--- src/rtl/sio_host_pkg.sv ---
// Shared constants, payload layouts and the nibble-wide CRC-16/USB step for the remote-IO link.
package sio_host_pkg;

   localparam int unsigned SLOT_W      = 6;
   localparam int unsigned FRAME_LEN   = 64;
   localparam int unsigned TX_DATA_NIB = 24;
   localparam int unsigned TX_CRC_NIB  = 4;
   localparam int unsigned RX_DATA_NIB = 12;
   localparam int unsigned RX_CRC_NIB  = 4;
   localparam logic [3:0]  IDLE_NIB    = 4'hF;

   // Target-side frame slots: pin takeover, last stream nibble, last rdata nibble, pin release
   localparam int unsigned TGT_DRV_SLOT   = 30;
   localparam int unsigned TGT_STREAM_END = 34;
   localparam int unsigned TGT_RDATA_END  = 42;
   localparam int unsigned TGT_RELEASE    = 47;

   localparam logic [15:0] CRC_INIT     = 16'hFFFF;
   localparam logic [15:0] CRC_XOROUT   = 16'hFFFF;
   localparam logic [15:0] CRC_POLY_REF = 16'hA001;

   typedef struct packed {
      logic [15:0] stream;
      logic [79:0] wdata;
   } tx_payload_t;

   typedef struct packed {
      logic [15:0] crc;
      logic [31:0] rdata;
      logic [15:0] stream;
   } rx_payload_t;

   // Reflected CRC-16 (poly 0x8005), one nibble per call, LSB of the nibble first
   function automatic logic [15:0] crc16_usb_nib(input logic [15:0] crc, input logic [3:0] nib);
      logic [15:0] v;
      v = crc;
      for (int i = 0; i < 4; i++) begin
         v = (v[0] ^ nib[i]) ? ((v >> 1) ^ CRC_POLY_REF) : (v >> 1);
      end
      return v;
   endfunction

endpackage

--- src/rtl/crc_16_4_usb.sv ---
// CRC-16/USB accumulator taking one nibble per enabled cycle; outputs are already xor-finalised.
module crc_16_4_usb
   import sio_host_pkg::*;
(
   input  logic        clk,
   input  logic        rst_n,
   input  logic        i_init,
   input  logic        i_ce,
   input  logic [3:0]  i_di,
   output logic [15:0] o_crc_c,
   output logic [15:0] o_nxt_c
);

   logic [15:0] r_crc;
   logic [15:0] w_nxt;

   assign w_nxt = crc16_usb_nib(r_crc, i_di);

   always_ff @(posedge clk or negedge rst_n) begin
      if (!rst_n) begin
         r_crc <= CRC_INIT;
      end else if (i_init) begin
         r_crc <= CRC_INIT;
      end else if (i_ce) begin
         r_crc <= w_nxt;
      end
   end

   // o_nxt_c lets the caller see the value that includes the nibble being accepted this cycle
   assign o_crc_c = r_crc ^ CRC_XOROUT;
   assign o_nxt_c = w_nxt ^ CRC_XOROUT;

endmodule

--- src/rtl/sio_host.sv ---
// Initiator of the remote-IO serial link: fixed 64-slot frame, nibble TX of write data,
// stream word and CRC, then nibble RX of the target's stream word, read data and CRC.
module sio_host
   import sio_host_pkg::*;
#(
   parameter int unsigned RX_START = 34,
   parameter int unsigned LOCK_RUN = 8
) (
   input  logic        c,
   input  logic        rst_n,
   input  logic [79:0] wdata,
   input  logic [15:0] stream_in,
   output logic        frame,
   output logic [3:0]  td,
   output logic        tq,
   input  logic [3:0]  rd,
   output logic [31:0] rdata,
   output logic [15:0] stream_out,
   output logic        rvalid,
   output logic        link_ok,
   output logic [15:0] err_count
);

   localparam int unsigned RUN_W = $clog2(LOCK_RUN + 1);
   localparam int unsigned RX_NIB = RX_DATA_NIB + RX_CRC_NIB;

   localparam logic [SLOT_W-1:0] S_LAST       = SLOT_W'(FRAME_LEN - 1);
   localparam logic [SLOT_W-1:0] S_TX_DLAST   = SLOT_W'(TX_DATA_NIB - 1);
   localparam logic [SLOT_W-1:0] S_TX_CLAST   = SLOT_W'(TX_DATA_NIB + TX_CRC_NIB - 1);
   localparam logic [SLOT_W-1:0] S_RX_INIT    = SLOT_W'(RX_START + FRAME_LEN - 1);
   localparam logic [SLOT_W-1:0] S_RX_FIRST   = SLOT_W'(RX_START);
   localparam logic [SLOT_W-1:0] S_RX_CE_LAST = SLOT_W'(RX_START + RX_DATA_NIB - 1);
   localparam logic [SLOT_W-1:0] S_RX_LAST    = SLOT_W'(RX_START + RX_NIB - 1);
   localparam logic [SLOT_W-1:0] S_CHECK      = SLOT_W'(RX_START + RX_NIB);

   // The CRC check must land before the next frame's load slot
   if (RX_START + RX_NIB > FRAME_LEN - 2) begin : g_bad_rx_start
      $error("sio_host: RX_START too late, CRC check would cross into the next frame");
   end

   logic [SLOT_W-1:0] r_slot;
   logic              r_frame;
   logic [3:0]        r_td;
   logic              r_tq;
   logic [95:0]       r_tx_sr;
   logic [63:0]       r_rx_sr;
   logic [31:0]       r_rdata;
   logic [15:0]       r_stream_out;
   logic              r_rvalid;
   logic [RUN_W-1:0]  r_run;
   logic              r_link_ok;
   logic [15:0]       r_err_count;

   tx_payload_t       w_tx_load;
   rx_payload_t       w_rx;
   logic              w_tx_init;
   logic              w_tx_ce;
   logic              w_rx_init;
   logic              w_rx_ce;
   logic              w_rx_win;
   logic              w_pass;
   logic [15:0]       w_tx_crc;
   logic [15:0]       w_tx_crc_nxt;
   logic [15:0]       w_tx_crc_src;
   logic [1:0]        w_crc_sel;
   logic [15:0]       w_rx_crc;
   logic [15:0]       w_unused_rx_nxt;
   logic [RUN_W-1:0]  w_run_sat;

   assign w_tx_load = '{stream: stream_in, wdata: wdata};
   assign w_rx      = rx_payload_t'(r_rx_sr);

   assign w_tx_init = (r_slot == S_LAST);
   assign w_tx_ce   = (r_slot <= S_TX_DLAST);
   assign w_rx_init = (r_slot == S_RX_INIT);
   assign w_rx_ce   = (r_slot >= S_RX_FIRST) && (r_slot <= S_RX_CE_LAST);
   assign w_rx_win  = (r_slot >= S_RX_FIRST) && (r_slot <= S_RX_LAST);
   assign w_pass    = (w_rx_crc == w_rx.crc);

   // Slot 23 needs the CRC including the nibble accepted this cycle; later slots read the register
   assign w_crc_sel    = 2'(r_slot - S_TX_DLAST);
   assign w_tx_crc_src = (r_slot == S_TX_DLAST) ? w_tx_crc_nxt : w_tx_crc;

   assign w_run_sat = (r_run == RUN_W'(LOCK_RUN)) ? r_run : r_run + RUN_W'(1);

   crc_16_4_usb u_tx_crc (
      .clk     (c),
      .rst_n   (rst_n),
      .i_init  (w_tx_init),
      .i_ce    (w_tx_ce),
      .i_di    (r_tx_sr[3:0]),
      .o_crc_c (w_tx_crc),
      .o_nxt_c (w_tx_crc_nxt)
   );

   crc_16_4_usb u_rx_crc (
      .clk     (c),
      .rst_n   (rst_n),
      .i_init  (w_rx_init),
      .i_ce    (w_rx_ce),
      .i_di    (rd),
      .o_crc_c (w_rx_crc),
      .o_nxt_c (w_unused_rx_nxt)
   );

   always_ff @(posedge c or negedge rst_n) begin
      if (!rst_n) begin
         r_slot       <= S_LAST;
         r_frame      <= 1'b0;
         r_td         <= IDLE_NIB;
         r_tq         <= 1'b1;
         r_tx_sr      <= '0;
         r_rx_sr      <= '0;
         r_rdata      <= '0;
         r_stream_out <= '0;
         r_rvalid     <= 1'b0;
         r_run        <= '0;
         r_link_ok    <= 1'b0;
         r_err_count  <= '0;
      end else begin
         r_slot   <= r_slot + SLOT_W'(1);
         r_frame  <= (r_slot == S_LAST);
         r_rvalid <= 1'b0;

         // TX: td/tq are registered, so each branch prepares the value for the following slot
         if (r_slot == S_LAST) begin
            r_tx_sr <= w_tx_load;
            r_td    <= w_tx_load.wdata[3:0];
            r_tq    <= 1'b0;
         end else if (r_slot < S_TX_DLAST) begin
            r_tx_sr <= r_tx_sr >> 4;
            r_td    <= r_tx_sr[7:4];
         end else if (r_slot < S_TX_CLAST) begin
            r_td    <= w_tx_crc_src[{w_crc_sel, 2'b00} +: 4];
         end else begin
            r_td    <= IDLE_NIB;
            r_tq    <= 1'b1;
         end

         if (w_rx_win) begin
            r_rx_sr <= {rd, r_rx_sr[63:4]};
         end

         if (r_slot == S_CHECK) begin
            if (w_pass) begin
               r_rdata      <= w_rx.rdata;
               r_stream_out <= w_rx.stream;
               r_rvalid     <= 1'b1;
               r_run        <= w_run_sat;
               r_link_ok    <= (w_run_sat == RUN_W'(LOCK_RUN));
            end else begin
               r_run     <= '0;
               r_link_ok <= 1'b0;
               if (r_err_count != 16'hFFFF) begin
                  r_err_count <= r_err_count + 16'd1;
               end
            end
         end
      end
   end

   assign frame      = r_frame;
   assign td         = r_td;
   assign tq         = r_tq;
   assign rdata      = r_rdata;
   assign stream_out = r_stream_out;
   assign rvalid     = r_rvalid;
   assign link_ok    = r_link_ok;
   assign err_count  = r_err_count;

endmodule

--- config.mk ---
export PLATFORM = sky130hd
export DESIGN_NAME = sio_host
export DESIGN_NICKNAME = d
export VERILOG_FILES = /design/src/rtl/sio_host_pkg.sv /design/src/rtl/crc_16_4_usb.sv /design/src/rtl/sio_host.sv
export SDC_FILE = /design/constraint.sdc
export NUM_CORES = 1
export LEC_CHECK = 0
export CAP_MARGIN = 15
export CORE_ASPECT_RATIO = 0.9
export CORE_MARGIN = 10
export CORE_UTILIZATION = 55
export DETAILED_ROUTE_END_ITERATION = 16
export GPL_ROUTABILITY_DRIVEN = 0
export MAX_ROUTING_LAYER = met4
export PLACE_DENSITY_LB_ADDON = 0.08
export SLEW_MARGIN = 0
export SYNTH_ARGS = -nofsm -noshare
export SYNTH_HDL_FRONTEND = slang
export SYNTH_SLANG_ARGS = --single-unit
--- constraint.sdc ---
create_clock -name c -period 2.95 [get_ports c]
set_input_delay 0.59 -clock c [delete_from_list [all_inputs] [get_ports c]]
set_output_delay 0.59 -clock c [all_outputs]
set_load 0.05 [all_outputs]
==> results.md <==
- First-pass GRT wire length: 43300 um
- Placed Area: 14300 um^2
- Clock skew: 0.00805 ns
- Non-Filler Instances: 1501
- CP Launch Type: register
- Post-synth EDFFs: 0
- Post-Syn Nets: 1132
- Grt ovf: 0
- Reg2reg start: r_slot[0]$_DFF_PN1_
- GRT Total Usage: 18.8%
- Max-slew violations: 0
- Crit path from: r_slot[0]$_DFF_PN1_
- Syn Area/Cell: 12.0 um^2
- Routed len/inst: 17.4 um
- Initial antenna violation count: 6
- Area grow syn2layout: 24.7%
- Resized Gates After CTS: 0
- R2R setup slack: 0.31 ns
- Synthesized area: 12300 um^2
- Synth cell types: 58
- Setup TNS: 0 ns
- ANT nets after route: 0
- Main flop type after synthesis: dfrtp_1
- Largest net degree at the start of global routing: 83
- DP Worst Slack: 0.335 ns
- Core box area: 21800 um^2
- Die Wd: 177 um
- TritonRoute pass-1 iters: 5
- Final setup violation count: 0
- Vias per cell: 5.40
- Max Clk Rate: 0.379 GHz
- Register-to-Register Path Depth: 5
- Final WS setup: 0.313 ns
- Synthesis Warnings: 0
- CP Max Fanout: 17
- Rows: 51
- CP delay by family, top: flip-flops
- Slowest CP cell: dfstp_2
- Final Util: 70.3%
- Async S/R FF share, synth: 100%
- Largest stage delay, worst path: 0.71 ns
- CTS HTree Levels: 1
- Max VDD drop: 0.393 mV
- Post-CTS setup buffers: 0
- Total Nets Final: 1293
- WL final: 26200 um
- Hold Path Class: in -> async
- PortBufs: 173
- Clock Pin Slew Worst Setup and Hold Paths: 0.06 ns
- Initial drt markers: 494
- Max Cap Viol: 0
- Seq cells post-synth: 274
- Status: completed
- CP endpoint kind: register
- Crit path time final: 2.64 ns
- Die Height: 162 um
- Met3 wire len: 1610 um
- Metal-1 WL: 11900 um
- Buf/Inv on CP: 1
- Uppermost layer routed: met4
- LEAKAGE: 7.16 nW
- # IOs: 174
- WL met2: 12300 um
- Fraction of layout cells with a size suffix above 1: 14.8%
- Clk_lat worst skew: 0.53 ns
- WP data arrival: 3.09 ns
- CTS Hold Buffers Added: 0
- Power Density: 621 nW/um^2
- Worst hold slack: 0.0394 ns
- Total number of vias: 8109
- Clk root buf: clkbuf_16
- Crit Path Category: reg -> reg
- DRC violations left: 0
- RR Endpoint: td[1]$_DFF_PN1_
- Vias in the first global route: 8372
- Hpwl dp: 18300 um
- Total CTS buffers: 28
- CTS tree: built
- Crit-path cells: inv_1 -> ha_1 -> mux4_2 -> a311o_1 -> a31oi_1
- Worst slew pin tran: 0.786 ns
- Seq/Total Area, Yosys: 56.4%
- RSZ-0062 raised after global routing: no
- Sink Count: 274
- Final instance area: 15300 um^2
- Setup crit end: td[1]$_DFF_PN1_
- Critical Path RT: 3.40 ns
- Final hold viol count: 0
- Mapped Cells: 1023
- Die area: 28700 um^2
- CTS Buffer Depth: 3
- Slew headroom: 47.3%
- Tcrit/Tclk final: 89.4%
- Initial core utilization: 56.3%
- Pwr Total: 9.50 mW
- Dpl cells: 1445
- Levels on crit path: 5
worst min path at each step:
stage	from	endpoint	slack, ns	depth (start not counted)
4_1_cts	rst_n	err_count[4]$_DFFE_PN0P_	0.06	1
3_3_place_gp	r_rx_sr[2]$_DFFE_PN0P_	r_rx_sr[2]$_DFFE_PN0P_	0.47	1
6_report	rst_n	err_count[2]$_DFFE_PN0P_	0.04	1
5_1_grt	rst_n	err_count[2]$_DFFE_PN0P_	0.07	1
3_5_place_dp	r_rx_sr[2]$_DFFE_PN0P_	r_rx_sr[2]$_DFFE_PN0P_	0.48	1
2_1_floorplan	rst_n	err_count[0]$_DFFE_PN0P_	0.29	0
metal layers:
layer,vias to the layer above,track usage [%]
met5,-,-
met4,0,4.13
met3,28,4.22
met2,204,28.7
met1,3967,25.2
li1,3910,-
kinds of logic after synthesis:
logic type	after synthesis	share of synthesized area (%)
fa+ha+maj	7	0.714
xor+xnor	63	4.65
mux	215	18.9
compound gates	144	7.02
simple gates	254	9.28
buf+inv	66	3.05
flops	274	56.4
power by group:
part | leakage (nW) | total, mW | switching (mW) | internal, mW
clock network | 0.480 | 3.69 | 1.41 | 2.29
registers | 3.51 | 4.49 | 0.288 | 4.20
logic | 3.17 | 1.32 | 0.641 | 0.677
total | 7.16 | 9.50 | 2.34 | 7.17
cell usage in the layout, fill, tap and decap left out, types with 29 or more instances in the layout:
master	count
dfrtp_1	231
mux2i_1	99
mux2_1	60
xnor2_1	52
clkbuf_16	29
mux2_2	54
clkdlybuf4s50_1	172
o21ai_0	93
dfstp_2	43
nor2_1	43
nand2_1	135
layout make-up:
cell class | count | area, um^2
antenna | 6 | 15.0
multi-input combinational | 683 | 5000
clock buffer | 40 | 827
sequential | 274 | 6910
fill | 1562 | 6470
clock inverter | 10 | 151
inverter | 6 | 25.0
timing repair buffer | 191 | 2000
tap | 291 | 364
sequential cells by signal, indices dropped and copies added, names as in the netlist:
signal          count
err_count          16
frame               1
link_ok             1
r_run               4
r_rx_sr            64
r_slot              6
r_tx_sr            96
rdata              32
rvalid              1
stream_out         16
td                  4
tq                  1
u_rx_crc.r_crc     16
u_tx_crc.r_crc     16
cell usage after synthesis (2+ instances only):
cell type	n	area [um^2]
a21o_1	2	15.0
a21oi_1	7	35.0
a22o_1	2	17.5
a31oi_1	14	87.6
and3_1	8	50.1
and4_1	2	17.5
buf_1	2	7.51
buf_2	23	115
buf_4	10	75.1
buf_6	8	90.1
clkbuf_1	17	63.8
dfrtp_1	231	5780
dfstp_2	43	1130
ha_1	7	87.6
inv_1	6	22.5
mux2_1	60	676
mux2_2	54	608
mux2i_1	99	991
mux4_2	2	45.0
nand2_1	135	507
nand2_2	2	12.5
nand2b_1	2	12.5
nand3_1	18	90.1
nand4_1	7	43.8
nand4b_1	3	26.3
nor2_1	43	161
nor2_2	3	18.8
nor3_1	12	60.1
nor4_1	8	50.1
o211ai_1	9	67.6
o21ai_0	93	465
o22ai_1	2	12.5
o31ai_1	2	15.0
or3_1	3	18.8
xnor2_1	52	455
xor2_1	10	87.6
No activity file was read; power rests on OpenSTA's default activity.
